<file path="src/rtl/phase_timer_pkg.sv">
// Shared types and helpers for the phase timer: channel state encoding,
// default timing constants and BCD conversion/decrement helpers.
package phase_timer_pkg;

   typedef enum logic [1:0] {
      IDLE = 2'd0,
      RUN  = 2'd1,
      DONE = 2'd2
   } ch_state_t;

   localparam int DEF_TICK_DIV  = 50000000;
   localparam int DEF_LONG_SEC  = 25;
   localparam int DEF_SHORT_SEC = 5;

   // Two BCD nibbles {tens, ones} for a value in 1..99.
   function automatic logic [7:0] to_bcd(input int v);
      int t;
      int o;
      t = v / 10;
      o = v % 10;
      return {t[3:0], o[3:0]};
   endfunction

   // One-second BCD decrement, saturating at 00.
   function automatic logic [7:0] bcd_dec(input logic [7:0] v);
      if (v == 8'h00)
         return 8'h00;
      if (v[3:0] == 4'd0)
         return {v[7:4] - 4'd1, 4'd9};
      return {v[7:4], v[3:0] - 4'd1};
   endfunction

endpackage

</file>
<file path="src/rtl/phase_timer_channel.sv">
// One phase channel: state machine, BCD seconds down-counter and the
// registered completion pulse.
//
// state | meaning
// IDLE  | waiting for en; count held at 00
// RUN   | counting down one second per tick
// DONE  | expired, fin already pulsed; waits for en to drop
module timer_channel
   import phase_timer_pkg::*;
#(
   parameter int SEC = 5
) (
   input  logic       clk,
   input  logic       rst,
   input  logic       en,
   input  logic       tick,
   input  logic       inhibit,
   output logic       fin,
   output logic       running,
   output logic       active,
   output logic [3:0] tens,
   output logic [3:0] ones
);

   localparam logic [7:0] LOAD_BCD = to_bcd(SEC);

   ch_state_t  state;
   ch_state_t  state_nxt;
   logic [7:0] cnt;
   logic [7:0] cnt_nxt;
   logic       fin_nxt;
   logic       go;
   logic       last;

   // An inhibited channel behaves exactly as if its enable were low.
   assign go   = en & ~inhibit;
   assign last = (cnt == 8'h01);

   always_ff @(posedge clk) begin
      if (!rst) begin
         state <= IDLE;
         cnt   <= 8'h00;
         fin   <= 1'b0;
      end else begin
         state <= state_nxt;
         cnt   <= cnt_nxt;
         fin   <= fin_nxt;
      end
   end

   always_comb begin
      state_nxt = state;
      cnt_nxt   = cnt;
      case (state)
         IDLE: begin
            if (go) begin
               state_nxt = RUN;
               cnt_nxt   = LOAD_BCD;
            end
         end
         RUN: begin
            if (!go) begin
               state_nxt = IDLE;
               cnt_nxt   = 8'h00;
            end else if (tick) begin
               if (last) begin
                  state_nxt = DONE;
                  cnt_nxt   = 8'h00;
               end else begin
                  cnt_nxt = bcd_dec(cnt);
               end
            end
         end
         DONE: begin
            if (!go) begin
               state_nxt = IDLE;
               cnt_nxt   = 8'h00;
            end
         end
         default: begin
            state_nxt = IDLE;
            cnt_nxt   = 8'h00;
         end
      endcase
   end

   always_comb begin
      fin_nxt = (state == RUN) && go && tick && last;
      running = (state == RUN);
      active  = (state == RUN) || (state == DONE);
      tens    = cnt[7:4];
      ones    = cnt[3:0];
   end

endmodule

</file>
<file path="src/rtl/phase_timer.sv">
// Phase timer top: shared one-second prescaler, long/short channels with
// long-phase priority, sticky conflict flag and the BCD display mux.
module phase_timer
   import phase_timer_pkg::*;
#(
   parameter int TICK_DIV  = DEF_TICK_DIV,
   parameter int LONG_SEC  = DEF_LONG_SEC,
   parameter int SHORT_SEC = DEF_SHORT_SEC,
   parameter int PW        = 26
) (
   input  logic       clk,
   input  logic       rst,
   input  logic       en25,
   input  logic       en5,
   output logic       fin25,
   output logic       fin5,
   output logic [3:0] sec_tens,
   output logic [3:0] sec_ones,
   output logic       busy,
   output logic       err
);

   localparam logic [PW-1:0] PRE_LAST = PW'(TICK_DIV - 1);

   logic [PW-1:0] pre;
   logic          tick;
   logic          start;
   logic          any_run;
   logic          run_l;
   logic          run_s;
   logic          act_l;
   logic          act_s;
   logic [3:0]    tens_l;
   logic [3:0]    ones_l;
   logic [3:0]    tens_s;
   logic [3:0]    ones_s;

   assign any_run = run_l | run_s;
   assign tick    = any_run && (pre == PRE_LAST);

   // A channel leaving IDLE on this edge; restarts the second so the
   // first one is full length, even across a long/short handoff.
   assign start = (~act_l & en25) | (~act_s & en5 & ~en25);

   always_ff @(posedge clk) begin
      if (!rst)
         pre <= '0;
      else if (start || !any_run || tick)
         pre <= '0;
      else
         pre <= pre + PW'(1);
   end

   always_ff @(posedge clk) begin
      if (!rst)
         err <= 1'b0;
      else if (en25 && en5)
         err <= 1'b1;
   end

   timer_channel #(
      .SEC (LONG_SEC)
   ) u_long (
      .clk     (clk),
      .rst     (rst),
      .en      (en25),
      .tick    (tick),
      .inhibit (1'b0),
      .fin     (fin25),
      .running (run_l),
      .active  (act_l),
      .tens    (tens_l),
      .ones    (ones_l)
   );

   timer_channel #(
      .SEC (SHORT_SEC)
   ) u_short (
      .clk     (clk),
      .rst     (rst),
      .en      (en5),
      .tick    (tick),
      .inhibit (en25),
      .fin     (fin5),
      .running (run_s),
      .active  (act_s),
      .tens    (tens_s),
      .ones    (ones_s)
   );

   assign busy = run_l | run_s;

   // Counts are registered inside the channels, so the display moves on the
   // same edge as the count.
   always_comb begin
      sec_tens = 4'd0;
      sec_ones = 4'd0;
      if (act_l) begin
         sec_tens = tens_l;
         sec_ones = ones_l;
      end else if (act_s) begin
         sec_tens = tens_s;
         sec_ones = ones_s;
      end
   end

endmodule

</file>
<file path="config.mk">
export PLATFORM = sky130hd
export DESIGN_NAME = phase_timer
export DESIGN_NICKNAME = d
export VERILOG_FILES = /design/src/rtl/phase_timer_pkg.sv /design/src/rtl/phase_timer_channel.sv /design/src/rtl/phase_timer.sv
export SDC_FILE = /design/constraint.sdc
export NUM_CORES = 1
export LEC_CHECK = 0
export ABC_AREA = 1
export CORE_MARGIN = 4
export CORE_UTILIZATION = 55
export CTS_CLUSTER_DIAMETER = 60
export CTS_CLUSTER_SIZE = 8
export DETAILED_ROUTE_END_ITERATION = 7
export HOLD_SLACK_MARGIN = 0.15
export PLACE_DENSITY = 0.7
export SYNTH_ARGS = -nofsm -noshare
export SYNTH_HDL_FRONTEND = slang
export SYNTH_SLANG_ARGS = --single-unit
</file>
<file path="constraint.sdc">
create_clock -name clk -period 2.3 [get_ports clk]
set_clock_uncertainty 0.2 [all_clocks]
set_input_delay 0.345 -clock clk [delete_from_list [all_inputs] [get_ports clk]]
set_output_delay 0.345 -clock clk [all_outputs]
set_load 0.02 [all_outputs]
</file>
# == After elaboration in Yosys (flattened, before gate mapping) ==
# Index checks and enable logic that the tools add are counted.
# W data, S select, Z words.
# op_classes
addsub,5
n_eq_ne,17
mux,58
bitwise,10
reduce_logical,26
# ops
op,count
$mux W8,18
$pmux W8 S3,2
$add A26 B1 Y26 const B,1
$eq A26 B26 Y1 const B,1
$mux W1,22
$mux W2,10
$eq A8 B1 Y1 const B,2
$logic_not A8 Y1,2
$mux W4,4
$reduce_and A4 Y1,4
$sub A4 B1 Y4 const B,4
$pmux W2 S3,2
$ne A3 B3 Y1 const B,3
$logic_and A1 B1 Y1,8
$logic_not A4 Y1,2
$ne A2 B2 Y1 const B,3
$reduce_and A3 Y1,2
$ne A5 B2 Y1 const B,1
$ne A5 B5 Y1 const B,1
$and A1 B1 Y1,4
$eq A2 B1 Y1 const B,2
$eq A2 B2 Y1 const B,2
$logic_not A2 Y1,2
$logic_or A1 B1 Y1,4
6 further kinds,10
# word_totals
regBits,49
inputBits,4
wordCells,126

# == Depth between registers and ports, before layout ==
# logic_depth
word_depth,17
mapped_depth,11
depth_no_buf,11

# == By module ==
# Synthesis repeated with hierarchy kept, for this count alone.
# unflattened
hier_cells,497
hier_area_um2,3166.8
# modules_own_cells
mod,instances,cells_each,area_each_um2,seq_area_each_um2
phase_timer,1,266,1622.8,540.5
timer_channel at u_long,1,122,799.5,220.2
timer_channel at u_short,1,109,744.5,220.2

# == Worst setup path before layout ==
# OpenSTA, ideal clock, no wires.
# synth_path
kind,flip-flop to output port
from,register u_long.state[1]
to,output sec_ones[0]
arrival_time_ps,1426
required_time_ps,1755
setup_slack_ps,329
stages_incl_launch_ff,6
path_buffers,1
path_cell_list,dfxtp_1 > inv_1 > ha_1 > inv_1 > clkbuf_1 > o21ai_0
# synth_between
elab_chain_len,3
# synth_rtl
element,line,source
"start, declared",phase_timer_channel.sv:27,ch_state_t state;
"start signal, assigned",phase_timer_channel.sv:45,state <= state_nxt;
$eq A2 B1 Y1 / $eq A2 B2 Y1 (equally long branches),phase_timer_channel.sv:90,active = (state == RUN) || (state == DONE);
$logic_or A1 B1 Y1 (*),phase_timer_channel.sv:90,
$mux W4 (*),phase_timer.sv:98,if (act_l) begin
"end, declared",phase_timer.sv:18,"output logic [3:0] sec_ones,"
# Mark *: on every way between the ends. The rest lies on a longest branch, timed or not.

# == Worst setup path in the final report ==
# layout_path
from,register u_long.state[0]
to,output sec_ones[2]
# Same word-level chain as after synthesis.

==> results_dict.tcl <==
set metrics [dict create \
    outcome "finished clean" \
    arrival_ps 1650 \
    io_pins 16 \
    fmax_ghz 0.4549 \
    critPathMaxFanout 15 \
    switchingPower_mw 1.146 \
    row_count 26 \
    yosys-top-cells-area "dfxtp_1, nand2_1, nor2_1" \
    htreeDepth 2 \
    synth-seq-cells 49 \
    cts_made_buffers 5 \
    slowest_delay_ps 350 \
    critical_path.cell_chain "inv_1 -> ha_1 -> inv_4 -> nand3_1 -> nand2_1 -> clkdlybuf4s15_1" \
    post-place-cells 530 \
    drc 0 \
    routabilityCongestion 0.8776 \
    die_w_um 82.29 \
    start_util_pct 57.96 \
    internal_power_mw 1.685 \
    final_hold_viol_count 0 \
    yosysTopAreaCellShare_pct 32.32 \
    ir_worst_vdd_mv 0.5518 \
    worst_slew_pin_slew_ps 369.5 \
    comb_power_share_pct 39.8 \
    stdcell_count 538 \
    layout.nets 487 \
    cts_max_path_buffers 2 \
    p_clk_share_pct 23.3 \
    setup_viol 0 \
    die_area_sq_mm 0.006772 \
    cpLargestDelayFamily "buffers and inverters" \
    maxSlewHeadroom_pct 75.37 \
    syn-num-nets 468 \
    core_area_sq_mm 0.005238 \
    die_h_um 82.29 \
    grt_pass1_wl_um 11070 \
    yosysUniqueCellTypes 35 \
    grt_use_total_pct 20.95 \
    hp-class "register to register" \
    clock_latency_ps 320 \
    cp-end-kind "output port" \
    syn_inst 448 \
    yosysWarnings 0 \
    diodes 0 \
    clkTransAtPathRegs_ps 100 \
    antenna_left 0 \
    p_leak_nw 1.367 \
    viasPerCell 5.164 \
    utilization_pct 64.38 \
    maxSlewViolCount 0 \
    vias 2778 \
    place_area_sq_mm 0.003277 \
    crit_path_start_kind "register" \
    crit_required_ps 1750 \
    post_drt_wl_per_cell_um 12.25 \
    cts_tree "built" \
    whs_ps 258.1 \
    finalWirelength_um 6593 \
    dr.pass1.iters 4 \
    io_buffers 15 \
    power_frac_seq_pct 36.9 \
    p_per_area_mw_per_mm2 839.6 \
    crit_buf_inv 3 \
    grt.overflow.total 0 \
    drtIter0Drc 136 \
    yosys.area.top_type "dfxtp_1" \
    netlist_area_sq_mm 0.003035 \
    fin_crit_ps 2199 \
    netSwitchingFraction_pct 40.47 \
    seq_area_frac_synth_pct 32.32 \
    grt_max_degree 26 \
    criticalPathCategory "register to output port" \
    grt_pass1_vias 2480 \
    maxCapViolations 0 \
    drive_gt1_share_pct 12.18 \
    post-cts-setup-buffer-count 0 \
    design_area_sq_mm 0.003372 \
    cts-root-buf "clkbuf_8" \
    synthToLayoutAreaGrowth_pct 11.09 \
    synth_area_per_cell_sq_um 6.775 \
    period_share_pct 95.59 \
    antenna_found_initial 0 \
    rsz0062_at_grt "false" \
    hpwlAfterDp_um 4985 \
    cts_sinks 49 \
    crit_path_top_delay_cell "dfxtp_1" \
]
[Yosys cell counts, drive strengths merged]
| cell type | count |
|---|---|
| nand2 | 92 |
| nor2 | 85 |
| inv | 65 |
| dfxtp | 49 |
| nand3 | 35 |
| a21oi | 22 |
| nor3 | 22 |
| o21ai | 18 |
| ha | 16 |
| nand4 | 8 |
| xor2 | 7 |
| buf | 6 |
| xnor2 | 6 |
| o21a | 4 |
| a31oi | 2 |
| nor4 | 2 |
| a21o | 1 |
| and2 | 1 |
| and3 | 1 |
| clkbuf | 1 |
| clkinv | 1 |
| nand3b | 1 |
| nor3b | 1 |
| o211ai | 1 |
| or2 | 1 |
[power by group through the flow]
stage	logic, mW	registers, mW	clock network, mW
2_1_floorplan	0.852	1.03	0
3_3_place_gp	1.11	1.06	0
3_5_place_dp	1.11	1.06	0
4_1_cts	1.10	1.04	0.669
5_1_grt	1.28	1.06	0.704
6_report	1.13	1.04	0.659
[metrics by stage]
step	power [mW]	TNS [ps]	setup WS, ps
2_1_floorplan	1.882	0	328.8
3_3_place_gp	2.171	0	9.087
3_5_place_dp	2.177	-193.2	-39.60
4_1_cts	2.813	0	3.918
5_1_grt	3.045	0	0.6068
6_report	2.831	0	101.5
[repair_timing]
| item | CTS | global route |
|---|---|---|
| endpoints found under the setup margin | 9 | 8 |
| hold buffers | 0 | 0 |
| endpoints found under the hold margin | 0 | 0 |
| resized for setup | 11 | 24 |
[path summary, 6_finish.rpt]
path | from | end | slack (ps) | depth (start not counted)
max | u_long.state[0] | sec_ones[2] | 100 | 6
min | pre[0] | pre[0] | 260 | 1
max reg2reg | u_long.state[0] | pre[17] | 400 | 8
min reg2reg | pre[0] | pre[0] | 260 | 1
[cell families after synthesis]
family,Yosys count,synth area share [%]
simple gates,249,39.28
xor+xnor,13,3.751
fa+ha+maj,16,6.595
flops,49,32.32
compound gates,48,8.615
buf+inv,73,9.439
[cells in the final DEF, fill, tap and decap left out, types with 2 or more instances in the layout]
cell type / instances
a21oi_1: 22
a31oi_1: 2
buf_4: 3
clkbuf_2: 7
clkbuf_8: 5
clkdlybuf4s50_1: 6
dfxtp_1: 49
ha_1: 15
inv_1: 61
inv_2: 3
inv_6: 2
nand2_1: 80
nand2_2: 11
nand3_1: 32
nand3_4: 2
nand4_1: 8
nor2_1: 74
nor2_2: 5
nor2_4: 6
nor3_1: 18
nor3_2: 4
nor4_1: 2
o21a_1: 4
o21ai_0: 17
xnor2_1: 6
xor2_1: 7
[state kept, by name, indices dropped and copies added (netlist names)]
register,flops
u_long.cnt,8
u_short.fin,1
pre,26
u_long.fin,1
u_long.state,2
u_short.state,2
u_short.cnt,8
err,1
[worst register-to-register path, delay by kind of cell, from the launching register on]
kind / cells / cell delay, ps
adders and majority gates: 1 / 350
and+or+nand+nor: 2 / 340
AOI/OAI and AO/OA: 3 / 400
DFF: 1 / 350
buffers and inverters: 2 / 220
[cell type report]
class | count | area (sq um)
clock buffer | 5 | 68.82
inverter | 66 | 250.2
clock inverter | 3 | 47.55
fill | 473 | 1866
multi-input combinational | 326 | 1780
tap | 70 | 87.58
sequential | 49 | 980.9
timing repair buffer | 19 | 156.4
[metal layers]
layer | vias up | wire length [um] | part of all wire (%) | track usage (%)
met5 | - | 0 | 0 | 0
met4 | 0 | 92 | 1.4 | 7.641
met3 | 8 | 227 | 3.4 | 3.362
met2 | 45 | 2891 | 44 | 32.53
met1 | 1262 | 3381 | 51 | 29.07
li1 | 1463 | - | - | -
Note: power is estimated with default switching activity, not from simulation.
